`config.mk`:
```
export PLATFORM = sky130hd
export DESIGN_NAME = llc_mshr_table_flat
export DESIGN_NICKNAME = d
export VERILOG_FILES = /design/src/rtl/llc_mshr_table_pkg.sv /design/src/rtl/llc_mshr_table_if.sv /design/src/rtl/llc_mshr_table_prio_enc.sv /design/src/rtl/llc_mshr_table.sv /design/src/flat_wrapper.sv
export SDC_FILE = /design/constraint.sdc
export NUM_CORES = 1
export LEC_CHECK = 0
export ABC_AREA = 1
export BUFFER_PORTS_ARGS = -buffer_cell sky130_fd_sc_hd__buf_2
export CAP_MARGIN = 25
export CORE_MARGIN = 3
export CORE_UTILIZATION = 62
export CTS_BUF_LIST = sky130_fd_sc_hd__clkbuf_8
export DETAILED_ROUTE_END_ITERATION = 8
export PLACE_DENSITY = 0.9
export SYNTH_ARGS = -nofsm -noshare
export SYNTH_HDL_FRONTEND = slang
export SYNTH_SLANG_ARGS = --single-unit
```
`constraint.sdc`:
```
create_clock -name clk -period 4.4 [get_ports clk]
set_input_delay 0.88 -clock clk [delete_from_list [all_inputs] [get_ports clk]]
set_output_delay 0.88 -clock clk [all_outputs]
set_load 0.02 [all_outputs]
```
`src/rtl/llc_mshr_table_pkg.sv`:
```
// Shared MSHR types and sizing constants for the Spandex LLC MSHR table
// (entry states, entry payload, table and field widths).
package llc_mshr_table_pkg;

  localparam int N_MSHR       = 4;
  localparam int MSHR_BITS_P1 = 3;
  localparam int LLC_SET_BITS = 8;
  localparam int LLC_TAG_BITS = 8;
  localparam int LLC_WAY_BITS = 4;
  localparam int IDX_BITS     = $clog2(N_MSHR);

  typedef enum logic [1:0] {
    FREE = 2'd0,
    PEND = 2'd1,
    RESP = 2'd2,
    RTR  = 2'd3
  } mshr_state_t;

  typedef struct packed {
    logic [LLC_SET_BITS-1:0] set;
    logic [LLC_TAG_BITS-1:0] tag;
    logic [LLC_WAY_BITS-1:0] way;
  } llc_mshr_entry_t;

endpackage

```
`src/rtl/llc_mshr_table_if.sv`:
```
// Controller <-> MSHR table bus: alloc, lookup, memory response, retire and
// credit-counter pulses. The table side uses the slave modport.
interface llc_mshr_if;
  import llc_mshr_table_pkg::*;

  logic                    alloc_valid;
  logic                    alloc_ready;
  logic [LLC_SET_BITS-1:0] alloc_set;
  logic [LLC_TAG_BITS-1:0] alloc_tag;
  logic [LLC_WAY_BITS-1:0] alloc_way;
  logic [IDX_BITS-1:0]     alloc_idx;

  logic [LLC_SET_BITS-1:0] lookup_set;
  logic [LLC_TAG_BITS-1:0] lookup_tag;
  logic                    lookup_set_hit;
  logic                    lookup_tag_hit;
  logic [IDX_BITS-1:0]     lookup_idx;

  logic                    mem_rsp_valid;
  logic [IDX_BITS-1:0]     mem_rsp_idx;

  logic                    retire_valid;
  logic                    retire_ready;
  logic [IDX_BITS-1:0]     retire_idx;
  logic [LLC_SET_BITS-1:0] retire_set;
  logic [LLC_TAG_BITS-1:0] retire_tag;
  logic [LLC_WAY_BITS-1:0] retire_way;

  logic                    add_mshr_entry;
  logic                    incr_mshr_cnt;
  logic [MSHR_BITS_P1-1:0] free_cnt;

  modport master (
    output alloc_valid, alloc_set, alloc_tag, alloc_way,
    output lookup_set, lookup_tag,
    output mem_rsp_valid, mem_rsp_idx,
    output retire_ready,
    input  alloc_ready, alloc_idx,
    input  lookup_set_hit, lookup_tag_hit, lookup_idx,
    input  retire_valid, retire_idx, retire_set, retire_tag, retire_way,
    input  add_mshr_entry, incr_mshr_cnt, free_cnt
  );

  modport slave (
    input  alloc_valid, alloc_set, alloc_tag, alloc_way,
    input  lookup_set, lookup_tag,
    input  mem_rsp_valid, mem_rsp_idx,
    input  retire_ready,
    output alloc_ready, alloc_idx,
    output lookup_set_hit, lookup_tag_hit, lookup_idx,
    output retire_valid, retire_idx, retire_set, retire_tag, retire_way,
    output add_mshr_entry, incr_mshr_cnt, free_cnt
  );

endinterface

```
`src/rtl/llc_mshr_table_prio_enc.sv`:
```
// Lowest-index priority encoder; idx is 0 when no bit is set.
module llc_mshr_prio_enc #(
  parameter int N     = 4,
  parameter int IDX_W = 2
) (
  input  logic [N-1:0]     vec,
  output logic [IDX_W-1:0] idx,
  output logic             any
);

  always_comb begin
    idx = '0;
    any = |vec;
    for (int i = N - 1; i >= 0; i--) begin
      if (vec[i]) idx = IDX_W'(i);
    end
  end

endmodule

```
`src/rtl/llc_mshr_table.sv`:
```
// Spandex LLC MSHR entry table with registered retire stage.
// Optional LLC_MSHR_CHECK_EN adds the sticky rsp_err protocol-error output.
module llc_mshr_table
  import llc_mshr_table_pkg::*;
(
  input  logic           clk,
  input  logic           rst,
  llc_mshr_if.slave      bus
`ifdef LLC_MSHR_CHECK_EN
  ,
  output logic           rsp_err
`endif
);

  mshr_state_t             state_q [N_MSHR];
  mshr_state_t             state_d [N_MSHR];
  llc_mshr_entry_t         entry_q [N_MSHR];

  logic [N_MSHR-1:0]       free_vec, resp_vec, set_vec, match_vec;
  logic [IDX_BITS-1:0]     free_idx, resp_idx, match_idx;
  logic                    free_any, resp_any, match_any;
  logic                    alloc_fire, retire_fire, load;

  logic [MSHR_BITS_P1-1:0] free_cnt_q;
  logic                    retire_valid_q;
  logic [IDX_BITS-1:0]     retire_idx_q;
  llc_mshr_entry_t         retire_q;

  always_comb begin
    free_vec  = '0;
    resp_vec  = '0;
    set_vec   = '0;
    match_vec = '0;
    for (int i = 0; i < N_MSHR; i++) begin
      free_vec[i]  = (state_q[i] == FREE);
      resp_vec[i]  = (state_q[i] == RESP);
      set_vec[i]   = (state_q[i] != FREE) && (entry_q[i].set == bus.lookup_set);
      match_vec[i] = set_vec[i] && (entry_q[i].tag == bus.lookup_tag);
    end
  end

  llc_mshr_prio_enc #(.N(N_MSHR), .IDX_W(IDX_BITS)) u_free_enc (
    .vec(free_vec), .idx(free_idx), .any(free_any)
  );

  llc_mshr_prio_enc #(.N(N_MSHR), .IDX_W(IDX_BITS)) u_resp_enc (
    .vec(resp_vec), .idx(resp_idx), .any(resp_any)
  );

  llc_mshr_prio_enc #(.N(N_MSHR), .IDX_W(IDX_BITS)) u_match_enc (
    .vec(match_vec), .idx(match_idx), .any(match_any)
  );

  // Blocking alloc during a retire handshake keeps the two credit pulses exclusive.
  assign retire_fire = retire_valid_q && bus.retire_ready;
  assign bus.alloc_ready = free_any && (free_cnt_q != '0) && !retire_fire;
  assign alloc_fire  = bus.alloc_valid && bus.alloc_ready;
  assign load        = resp_any && (!retire_valid_q || retire_fire);

  always_comb begin
    for (int i = 0; i < N_MSHR; i++) begin
      state_d[i] = state_q[i];
      case (state_q[i])
        FREE: if (alloc_fire && free_idx == IDX_BITS'(i)) state_d[i] = PEND;
        PEND: if (bus.mem_rsp_valid && bus.mem_rsp_idx == IDX_BITS'(i)) state_d[i] = RESP;
        RESP: if (load && resp_idx == IDX_BITS'(i)) state_d[i] = RTR;
        RTR:  if (retire_fire && retire_idx_q == IDX_BITS'(i)) state_d[i] = FREE;
        default: state_d[i] = FREE;
      endcase
    end
  end

  always_ff @(posedge clk or negedge rst) begin
    if (!rst) begin
      for (int i = 0; i < N_MSHR; i++) begin
        state_q[i] <= FREE;
        entry_q[i] <= '0;
      end
    end else begin
      for (int i = 0; i < N_MSHR; i++) state_q[i] <= state_d[i];
      if (alloc_fire) begin
        entry_q[free_idx] <= '{set: bus.alloc_set, tag: bus.alloc_tag, way: bus.alloc_way};
      end
    end
  end

  // Retire stage: fields only change on load, so they hold while stalled.
  always_ff @(posedge clk or negedge rst) begin
    if (!rst) begin
      retire_valid_q <= 1'b0;
      retire_idx_q   <= '0;
      retire_q       <= '0;
    end else if (load) begin
      retire_valid_q <= 1'b1;
      retire_idx_q   <= resp_idx;
      retire_q       <= entry_q[resp_idx];
    end else if (retire_fire) begin
      retire_valid_q <= 1'b0;
    end
  end

  always_ff @(posedge clk or negedge rst) begin
    if (!rst) begin
      free_cnt_q <= MSHR_BITS_P1'(N_MSHR);
    end else if (alloc_fire) begin
      free_cnt_q <= free_cnt_q - MSHR_BITS_P1'(1);
    end else if (retire_fire) begin
      free_cnt_q <= free_cnt_q + MSHR_BITS_P1'(1);
    end
  end

`ifdef LLC_MSHR_CHECK_EN
  logic rsp_err_q;

  always_ff @(posedge clk or negedge rst) begin
    if (!rst) begin
      rsp_err_q <= 1'b0;
    end else if ((bus.mem_rsp_valid && state_q[bus.mem_rsp_idx] != PEND) ||
                 (bus.retire_ready && !retire_valid_q)) begin
      rsp_err_q <= 1'b1;
    end
  end

  assign rsp_err = rsp_err_q;
`endif

  assign bus.alloc_idx      = free_idx;
  assign bus.lookup_set_hit = |set_vec;
  assign bus.lookup_tag_hit = match_any;
  assign bus.lookup_idx     = match_idx;
  assign bus.retire_valid   = retire_valid_q;
  assign bus.retire_idx     = retire_idx_q;
  assign bus.retire_set     = retire_q.set;
  assign bus.retire_tag     = retire_q.tag;
  assign bus.retire_way     = retire_q.way;
  assign bus.add_mshr_entry = alloc_fire;
  assign bus.incr_mshr_cnt  = retire_fire;
  assign bus.free_cnt       = free_cnt_q;

endmodule
```
`src/flat_wrapper.sv`:
```
// flat-port wrapper written by rule: the top's interface ports become plain ports
module llc_mshr_table_flat import llc_mshr_table_pkg::*;
  (clk, rst, bus_alloc_valid, bus_alloc_set, bus_alloc_tag, bus_alloc_way, bus_lookup_set, bus_lookup_tag, bus_mem_rsp_valid, bus_mem_rsp_idx, bus_retire_ready, bus_alloc_ready, bus_alloc_idx, bus_lookup_set_hit, bus_lookup_tag_hit, bus_lookup_idx, bus_retire_valid, bus_retire_idx, bus_retire_set, bus_retire_tag, bus_retire_way, bus_add_mshr_entry, bus_incr_mshr_cnt, bus_free_cnt);
  llc_mshr_if bus_i ();
  input  logic clk;
  input  logic rst;
  input wire logic [$bits(bus_i.alloc_valid)-1:0] bus_alloc_valid;
  input wire logic [$bits(bus_i.alloc_set)-1:0] bus_alloc_set;
  input wire logic [$bits(bus_i.alloc_tag)-1:0] bus_alloc_tag;
  input wire logic [$bits(bus_i.alloc_way)-1:0] bus_alloc_way;
  input wire logic [$bits(bus_i.lookup_set)-1:0] bus_lookup_set;
  input wire logic [$bits(bus_i.lookup_tag)-1:0] bus_lookup_tag;
  input wire logic [$bits(bus_i.mem_rsp_valid)-1:0] bus_mem_rsp_valid;
  input wire logic [$bits(bus_i.mem_rsp_idx)-1:0] bus_mem_rsp_idx;
  input wire logic [$bits(bus_i.retire_ready)-1:0] bus_retire_ready;
  output wire logic [$bits(bus_i.alloc_ready)-1:0] bus_alloc_ready;
  output wire logic [$bits(bus_i.alloc_idx)-1:0] bus_alloc_idx;
  output wire logic [$bits(bus_i.lookup_set_hit)-1:0] bus_lookup_set_hit;
  output wire logic [$bits(bus_i.lookup_tag_hit)-1:0] bus_lookup_tag_hit;
  output wire logic [$bits(bus_i.lookup_idx)-1:0] bus_lookup_idx;
  output wire logic [$bits(bus_i.retire_valid)-1:0] bus_retire_valid;
  output wire logic [$bits(bus_i.retire_idx)-1:0] bus_retire_idx;
  output wire logic [$bits(bus_i.retire_set)-1:0] bus_retire_set;
  output wire logic [$bits(bus_i.retire_tag)-1:0] bus_retire_tag;
  output wire logic [$bits(bus_i.retire_way)-1:0] bus_retire_way;
  output wire logic [$bits(bus_i.add_mshr_entry)-1:0] bus_add_mshr_entry;
  output wire logic [$bits(bus_i.incr_mshr_cnt)-1:0] bus_incr_mshr_cnt;
  output wire logic [$bits(bus_i.free_cnt)-1:0] bus_free_cnt;
  assign bus_i.alloc_valid = bus_alloc_valid;
  assign bus_i.alloc_set = bus_alloc_set;
  assign bus_i.alloc_tag = bus_alloc_tag;
  assign bus_i.alloc_way = bus_alloc_way;
  assign bus_i.lookup_set = bus_lookup_set;
  assign bus_i.lookup_tag = bus_lookup_tag;
  assign bus_i.mem_rsp_valid = bus_mem_rsp_valid;
  assign bus_i.mem_rsp_idx = bus_mem_rsp_idx;
  assign bus_i.retire_ready = bus_retire_ready;
  assign bus_alloc_ready = bus_i.alloc_ready;
  assign bus_alloc_idx = bus_i.alloc_idx;
  assign bus_lookup_set_hit = bus_i.lookup_set_hit;
  assign bus_lookup_tag_hit = bus_i.lookup_tag_hit;
  assign bus_lookup_idx = bus_i.lookup_idx;
  assign bus_retire_valid = bus_i.retire_valid;
  assign bus_retire_idx = bus_i.retire_idx;
  assign bus_retire_set = bus_i.retire_set;
  assign bus_retire_tag = bus_i.retire_tag;
  assign bus_retire_way = bus_i.retire_way;
  assign bus_add_mshr_entry = bus_i.add_mshr_entry;
  assign bus_incr_mshr_cnt = bus_i.incr_mshr_cnt;
  assign bus_free_cnt = bus_i.free_cnt;
  llc_mshr_table u_core (.clk(clk), .rst(rst), .bus(bus_i));
endmodule
```
==> run_results.csv, run 1 <==
group,metric,value,unit
sta,tightest_slew,0.908,ns
critical_path,cpMaxStageDelayCell,"dfrtp_1",
drt,vias_per_cell,5.51,
drt,routedWlPerCell,15.5,um
final_layout,area_delta_synth_final,13.4,%
synth,ys.flop_type,"dfrtp_1",
floorplanning,dieHeight,108,um
placed_design,gp_congestion,0.942,
sta,final-setup-viol-count,0,
sta,clock_skew,0.00920,ns
run_status,status,"complete, no violations",
floorplanning,core.rowCount,36,
drt,dr.first_iter.drc_count,414,
clocking,cts_setup_buffers,0,
critical_path,crit-reg2reg-launch,"u_core.state_q[2]",
critical_path,r2r_cells,10,
drt,drc_errors,0,
critical_path,slowest_delay,0.40,ns
synth,yosys-top-cells-area,"dfrtp_1, nand2_1, nor2_1",
final_layout,drive_gt1_share,20.5,%
clocking,cts_buffers,17,
clocking,cts.hold.buffers_added,0,
grt,grt_pass1_wl,27000,um
synth,synthesis.area,6500,um2
synth,synth_enable_flop_cells,0,
clocking,cts_resized,0,
clocking,clock_path_buffers,2,
synth,yosys_warnings,0,
drt,ant_nets,0,
synth,syn_nets,887,
synth,netlist-cell-type-count,36,
final_layout,nets,962,
synth,syn_inst,825,
drt,wirelength,16200,um
power_and_ir_drop,p_per_area,810,nW/um2
clocking,htreeDepth,4,
power_and_ir_drop,p_leak,3.78,nW
critical_path,regToRegSetupSlack,1.59,ns
sta,min_period,3.24,ns
sta,fin_tns_setup,0,ns
synth,synth_top_cell_area_share,43.5,%
floorplanning,initial_core_util,65.0,%
floorplanning,coreArea,10000,um2
critical_path,cp_max_fo,5,
synth,async_reset_ff_share,100,%
flow_run,max_cap_violations,0,
power_and_ir_drop,ir_drop,0.445,mV
grt,grt_pass1_vias,5764,
synth,yosysSeqAreaShare,43.9,%
placed_design,portBuffers,77,
critical_path,path_class,"reg -> out",
floorplanning,io_pins,78,
critical_path,worst_ep_required_time,3.52,ns
drt,drt_first_pass_iters,6,
critical_path,start_kind,"flip-flop",
sta,grt_setup_unrepaired,"no",
grt,grt_max_degree,84,
power_and_ir_drop,p_total,5.97,mW
grt,antenna_found_initial,1,
synth,ys_ff_latch,114,
sta,finalCritPeriodShare,73.7,%
sta,hold_viol,0,
critical_path,crit_path_end_kind,"primary output",
clocking,clkLatencyLatePin,0.44,ns
grt,grt_overflow,0,
placed_design,hpwl,10700,um
critical_path,cp.arrival,2.36,ns
critical_path,worst_r2r_endpoint,"u_core.bus.retire_set[6]",
critical_path,cp_cell_sequence,"inv_1 > ha_1 > inv_1 > o21ai_0 > nor2_1 > nand3b_1 > nor2_1 > nand2_1 > nand2_1 > inv_1 > nand2_1 > buf_2",
sta,max_freq,308,MHz
floorplanning,die_w,108,um
sta,relSlewSlack,39.4,%
drt,vias,5767,
floorplanning,die-area,11800,um2
clocking,cts_sinks,114,
sta,fin_hold_ws,0.427,ns
hold_path,hp-class,"in -> async",
clocking,cts_tree,"yes",
synth,synth_area_per_cell,7.88,um2
clocking,cts.reportedPaths.clkPinSlew,0.07,ns
synth,synth_top_area_cell,"dfrtp_1",
grt,track_usage,29.5,%
sta,slew_violations,0,
clocking,cts.root.buffer_cell,"clkbuf_8",
-- how the worst max path moves through the flow --
| stage | from | endpoint | cells past startpoint |
|---|---|---|---|
| after floorplan | bus_lookup_set[6] | bus_lookup_idx[0] | 9 |
| after global placement | bus_lookup_set[4] | bus_lookup_idx[0] | 9 |
| after detailed placement | bus_lookup_set[4] | bus_lookup_idx[0] | 9 |
| after CTS | u_core.state_q[6] | bus_lookup_tag_hit | 12 |
| after global routing | u_core.state_q[6] | bus_lookup_tag_hit | 12 |
| final | u_core.state_q[6] | bus_lookup_tag_hit | 12 |
-- synthesized netlist by cell type, types with 3 or more instances --
master,number
buf_4,3
nand2_2,14
xnor2_1,20
inv_1,87
nand3_1,23
xor2_1,18
o21ai_0,72
a31oi_1,8
ha_1,18
clkbuf_1,12
o21ai_1,6
nor2_1,99
buf_6,8
buf_2,7
a21oi_1,34
dfrtp_1,113
o21ai_2,40
nand2_1,212
nand3b_1,3
nor3_1,4
inv_2,4
-- kinds of logic after synthesis --
| kind of cell | Yosys count | share of synthesized area (%) |
|---|---|---|
| and+or+nand+nor | 367 | 23.4 |
| buffers and inverters | 122 | 8.31 |
| AOI/OAI and AO/OA | 165 | 15.5 |
| adders and majority gates | 19 | 3.77 |
| xor gates and xnor gates | 38 | 5.12 |
| DFF | 114 | 43.9 |
-- routing by layer --
metal | up-vias | wire length (um) | track usage (%)
met5 | - | 0 | 0
met4 | 0 | 327 | 12.6
met3 | 33 | 1430 | 6.09
met2 | 285 | 7910 | 47.3
met1 | 2688 | 6560 | 39.0
li1 | 2761 | - | -
-- placed cells by master (no fill, tap or decap), types with 2 or more instances in the layout --
master      instances
nand2_1           212
dfrtp_1           113
nor2_1             99
inv_1              88
buf_2              76
o21ai_0            72
o21ai_2            40
a21oi_1            34
nand3_1            23
xnor2_1            20
xor2_1             18
ha_1               18
clkbuf_8           17
nand2_2            14
buf_4               9
a31oi_1             8
o21ai_1             6
nor3_1              4
inv_2               4
bufinv_16           4
clkinvlp_4          4
clkinv_2            4
nand3b_1            3
nor2_4              2
nand4_1             2
or2_2               2
nand2_4             2
nand4_2             2
-- metrics by stage --
stage / instances / utilization [%] / worst slack, ns / cell area, um2
CTS: 1045 / 73.5 / 1.23 / 7350
finish: 1047 / 73.7 / 1.16 / 7370
detailed placement: 1013 / 69.2 / 1.42 / 6920
floorplan: 825 / - / 1.59 / 6500
global placement: 1013 / 69.2 / 1.42 / 6920
global route: 1047 / 73.7 / 1.06 / 7370
-- power breakdown --
group	leakage [nW]	internal, mW	switching (mW)
sequential	1.42	1.55	0.412
clock	0.209	0.612	0.454
combinational	2.15	0.998	1.94
-- cell type report --
type / instances / area, um2
multi-input cells: 589 / 3110
clock inverters: 15 / 191
fillers: 738 / 2630
inverters: 92 / 348
clock buffers: 17 / 234
flip-flops and latches: 114 / 2850
diodes: 1 / 2.50
well taps: 133 / 166
repair buffers: 86 / 468
-- sequential cells by signal, indices dropped and copies added (netlist names) --
| signal | count |
|---|---|
| u_core.state_q | 8 |
| u_core.bus.retire_valid | 1 |
| u_core.bus.free_cnt | 3 |
| u_core.entry_q | 80 |
| u_core.bus.retire_idx | 2 |
| u_core.bus.retire_set | 8 |
| u_core.bus.retire_way | 4 |
| u_core.bus.retire_tag | 8 |
-- critical path: cells and delay by family (launching register included) --
kind	cells	cell delay [ns]
AND/OR/NAND/NOR	6	0.70
adder cells (fa/ha/maj)	1	0.31
buffers and inverters	4	0.41
flip-flops	1	0.40
AO/OA/AOI/OAI	1	0.11
No activity file was read; power rests on OpenSTA's default activity.
==> inputs of run 2 (changes only) <==
--- a/config.mk
+++ b/config.mk
@@ -5,14 +5,14 @@
 export SDC_FILE = /design/constraint.sdc
 export NUM_CORES = 1
 export LEC_CHECK = 0
-export ABC_AREA = 1
+export ABC_AREA = 0
 export BUFFER_PORTS_ARGS = -buffer_cell sky130_fd_sc_hd__buf_2
 export CAP_MARGIN = 25
 export CORE_MARGIN = 3
-export CORE_UTILIZATION = 62
+export CORE_UTILIZATION = 54
 export CTS_BUF_LIST = sky130_fd_sc_hd__clkbuf_8
 export DETAILED_ROUTE_END_ITERATION = 8
-export PLACE_DENSITY = 0.9
+export PLACE_DENSITY = 0.84
 export SYNTH_ARGS = -nofsm -noshare
 export SYNTH_HDL_FRONTEND = slang
 export SYNTH_SLANG_ARGS = --single-unit
==> constraint.sdc (replaced) <==
create_clock -name clk -period 2.9 [get_ports clk]
set_input_delay 0.58 -clock clk [delete_from_list [all_inputs] [get_ports clk]]
set_output_delay 0.58 -clock clk [all_outputs]
set_load 0.02 [all_outputs]
==> run_results.csv, run 2 <==
group,metric,value,unit
final_layout,antenna_cells,0,
critical_path,crit_top_cell,"buf_4",
final_layout,final_cell_mix,"dfrtp_1, mux2_2, buf_2, nor2_1, xnor2_1",
synth,synth_area_per_cell,12.1,um2
critical_path,crit_path_end_kind,"primary output",
power_and_ir_drop,ir_drop,0.708,mV
placed_design,placed_area,6650,um2
final_layout,final_common_cell,"dfrtp_1",
placed_design,gp_congestion,0.854,
clocking,clkLatencyLatePin,0.44,ns
drt,wl_met3,1010,um
hold_path,hp-class,"in -> async",
synth,synth_top_cell_area_share,46.5,%
clocking,cts.reportedPaths.clkPinSlew,0.07,ns
placed_design,portBuffers,77,
flow_run,max_cap_violations,0,
grt,track_usage,25.0,%
final_layout,final_core_util,65.6,%
synth,ys.flop_type,"dfrtp_1",
synth,yosysMostFrequentCell,"dfrtp_1",
drt,vias,4438,
drt,drc_errors,0,
drt,dr.first_iter.drc_count,450,
drt,drt-met1-wl,6360,um
clocking,htreeDepth,4,
floorplanning,io_pins,78,
drt,drt_first_pass_iters,6,
floorplanning,coreArea,10900,um2
grt,grt_pass1_wl,24600,um
critical_path,worst_ep_required_time,2.32,ns
final_layout,largest_reg_flops,80,
sta,finalCritPeriodShare,98.6,%
grt,grt_pass1_vias,4697,
synth,synth_enable_flop_cells,0,
critical_path,crit_buf_inv,2,
clocking,cts_sinks,114,
drt,vias_per_cell,5.96,
critical_path,slowest_delay,0.41,ns
synth,async_reset_ff_share,100,%
synth,ys_ff_latch,114,
drt,ant_nets,0,
floorplanning,die_w,112,um
critical_path,start_kind,"flip-flop",
grt,grt_max_degree,73,
run_status,status,"complete, no violations",
critical_path,path_delay_family,"simple AND/OR/NAND/NOR gates",
final_layout,regMostFlops,"u_core.entry_q",
final_layout,area_delta_synth_final,18.0,%
final_layout,finish.instance_area,7180,um2
clocking,cts_buffers,17,
critical_path,cp_cell_sequence,"xnor2_1 > nand4_1 > nor4_2 > buf_4 > o2bb2a_4 > a311oi_2 > buf_4",
synth,syn_inst,503,
synth,yosys-top-cells-area,"dfrtp_1, mux2_2, mux2_4",
critical_path,cpMaxStageDelayCell,"dfrtp_1",
critical_path,path_class,"reg -> out",
sta,relSlewSlack,40.6,%
sta,clock_skew,0.0101,ns
synth,yosys_warnings,0,
critical_path,cp.arrival,2.28,ns
drt,wl_met2,7400,um
sta,slew_violations,0,
drt,routedWlPerCell,20.2,um
floorplanning,dieHeight,112,um
sta,grt_setup_unrepaired,"yes",
floorplanning,core.rowCount,38,
sta,min_period,2.86,ns
clocking,cts.root.buffer_cell,"clkbuf_8",
synth,yosysSeqAreaShare,46.9,%
sta,hold_viol,0,
critical_path,cp_max_fo,2,
floorplanning,die-area,12600,um2
synth,netlist-cell-type-count,42,
clocking,cts.hold.buffers_added,0,
synth,synthesis.area,6080,um2
drt,wirelength,15000,um
synth,syn_nets,565,
power_and_ir_drop,p_per_area,1280,nW/um2
sta,final-setup-viol-count,0,
power_and_ir_drop,p_leak,3.29,nW
final_layout,nets,654,
floorplanning,initial_core_util,55.6,%
placed_design,hpwl,10100,um
sta,tightest_slew,0.890,ns
sta,setup_ws,0.0413,ns
grt,grt_overflow,0,
synth,synth.cells.most_frequent,"dfrtp_1, mux2_2, nor2_1, xnor2_1, xor2_1",
placed_design,place_inst,709,
final_layout,fillCellCount,817,
sta,max_freq,350,MHz
final_layout,drive_gt1_share,40.5,%
synth,synth_top_area_cell,"dfrtp_1",
final_layout,finalNonFillerCells,745,
placed_design,preCtsSetupSlack,0.0641,ns
clocking,cts_tree,"yes",
drt,top_layer_used,"met4",
clocking,clock_path_buffers,2,
grt,antenna_found_initial,0,
run 2: area by class of cell:
type	instances	area [um2]	area share (%)
flip-flops and latches	114	2850	39.8
well taps	140	175	2.44
multi-input cells	348	3110	43.3
clock buffers	20	275	3.84
inverters	16	60.1	0.837
clock inverters	12	163	2.27
repair buffers	95	541	7.53
run 2: cell families after synthesis:
kind of cell | count (synthesis) | synth area share, %
flops | 114 | 46.9
mux | 107 | 21.0
simple gates | 93 | 7.84
xor+xnor | 66 | 9.51
compound gates | 63 | 7.63
buf+inv | 41 | 3.00
fa+ha+maj | 19 | 4.03
run 2: what timing repair did:
item,4_1_cts,5_1_grt
pin swaps,5,5
resized for setup,7,5
buffers inserted,4,0
endpoints found under the setup margin,2,4
run 2: per-stage QoR:
stage	setup TNS [ns]	total power, mW	hold WS [ns]
finish	0	9.22	0.129
global route	-0.155	9.79	0.144
CTS	0	9.20	0.142
detailed placement	0	7.46	0.491
global placement	0	7.23	0.484
floorplan	0	6.25	0.284
run 2: final timing paths:
| kind | endpoint | cells past startpoint | startpoint | slack, ns |
|---|---|---|---|---|
| max in group asynchronous | u_core.bus.free_cnt[2] | 2 | rst | 1.99 |
| min | u_core.state_q[6] | 1 | rst | 0.13 |
| max | bus_lookup_idx[1] | 7 | u_core.entry_q[14] | 0.04 |
| min in group clk | u_core.entry_q[72] | 2 | bus_alloc_set[0] | 0.42 |
| max reg2reg | u_core.bus.retire_set[4] | 7 | u_core.state_q[6] | 0.39 |
| min reg2reg | u_core.bus.free_cnt[2] | 1 | u_core.bus.free_cnt[2] | 0.50 |
run 2: where the power goes:
group | total (mW) | switching (mW) | internal, mW
sequential | 3.14 | 0.709 | 2.43
clock | 1.64 | 0.644 | 0.992
combinational | 4.45 | 2.27 | 2.18
total | 9.22 | 3.62 | 5.60
run 2: routing by layer:
layer,GRT usage [%],vias to the layer above
met5,0,-
met3,6.74,26
met1,33.1,2225
met4,8.49,0
met2,40.0,192
li1,-,1995
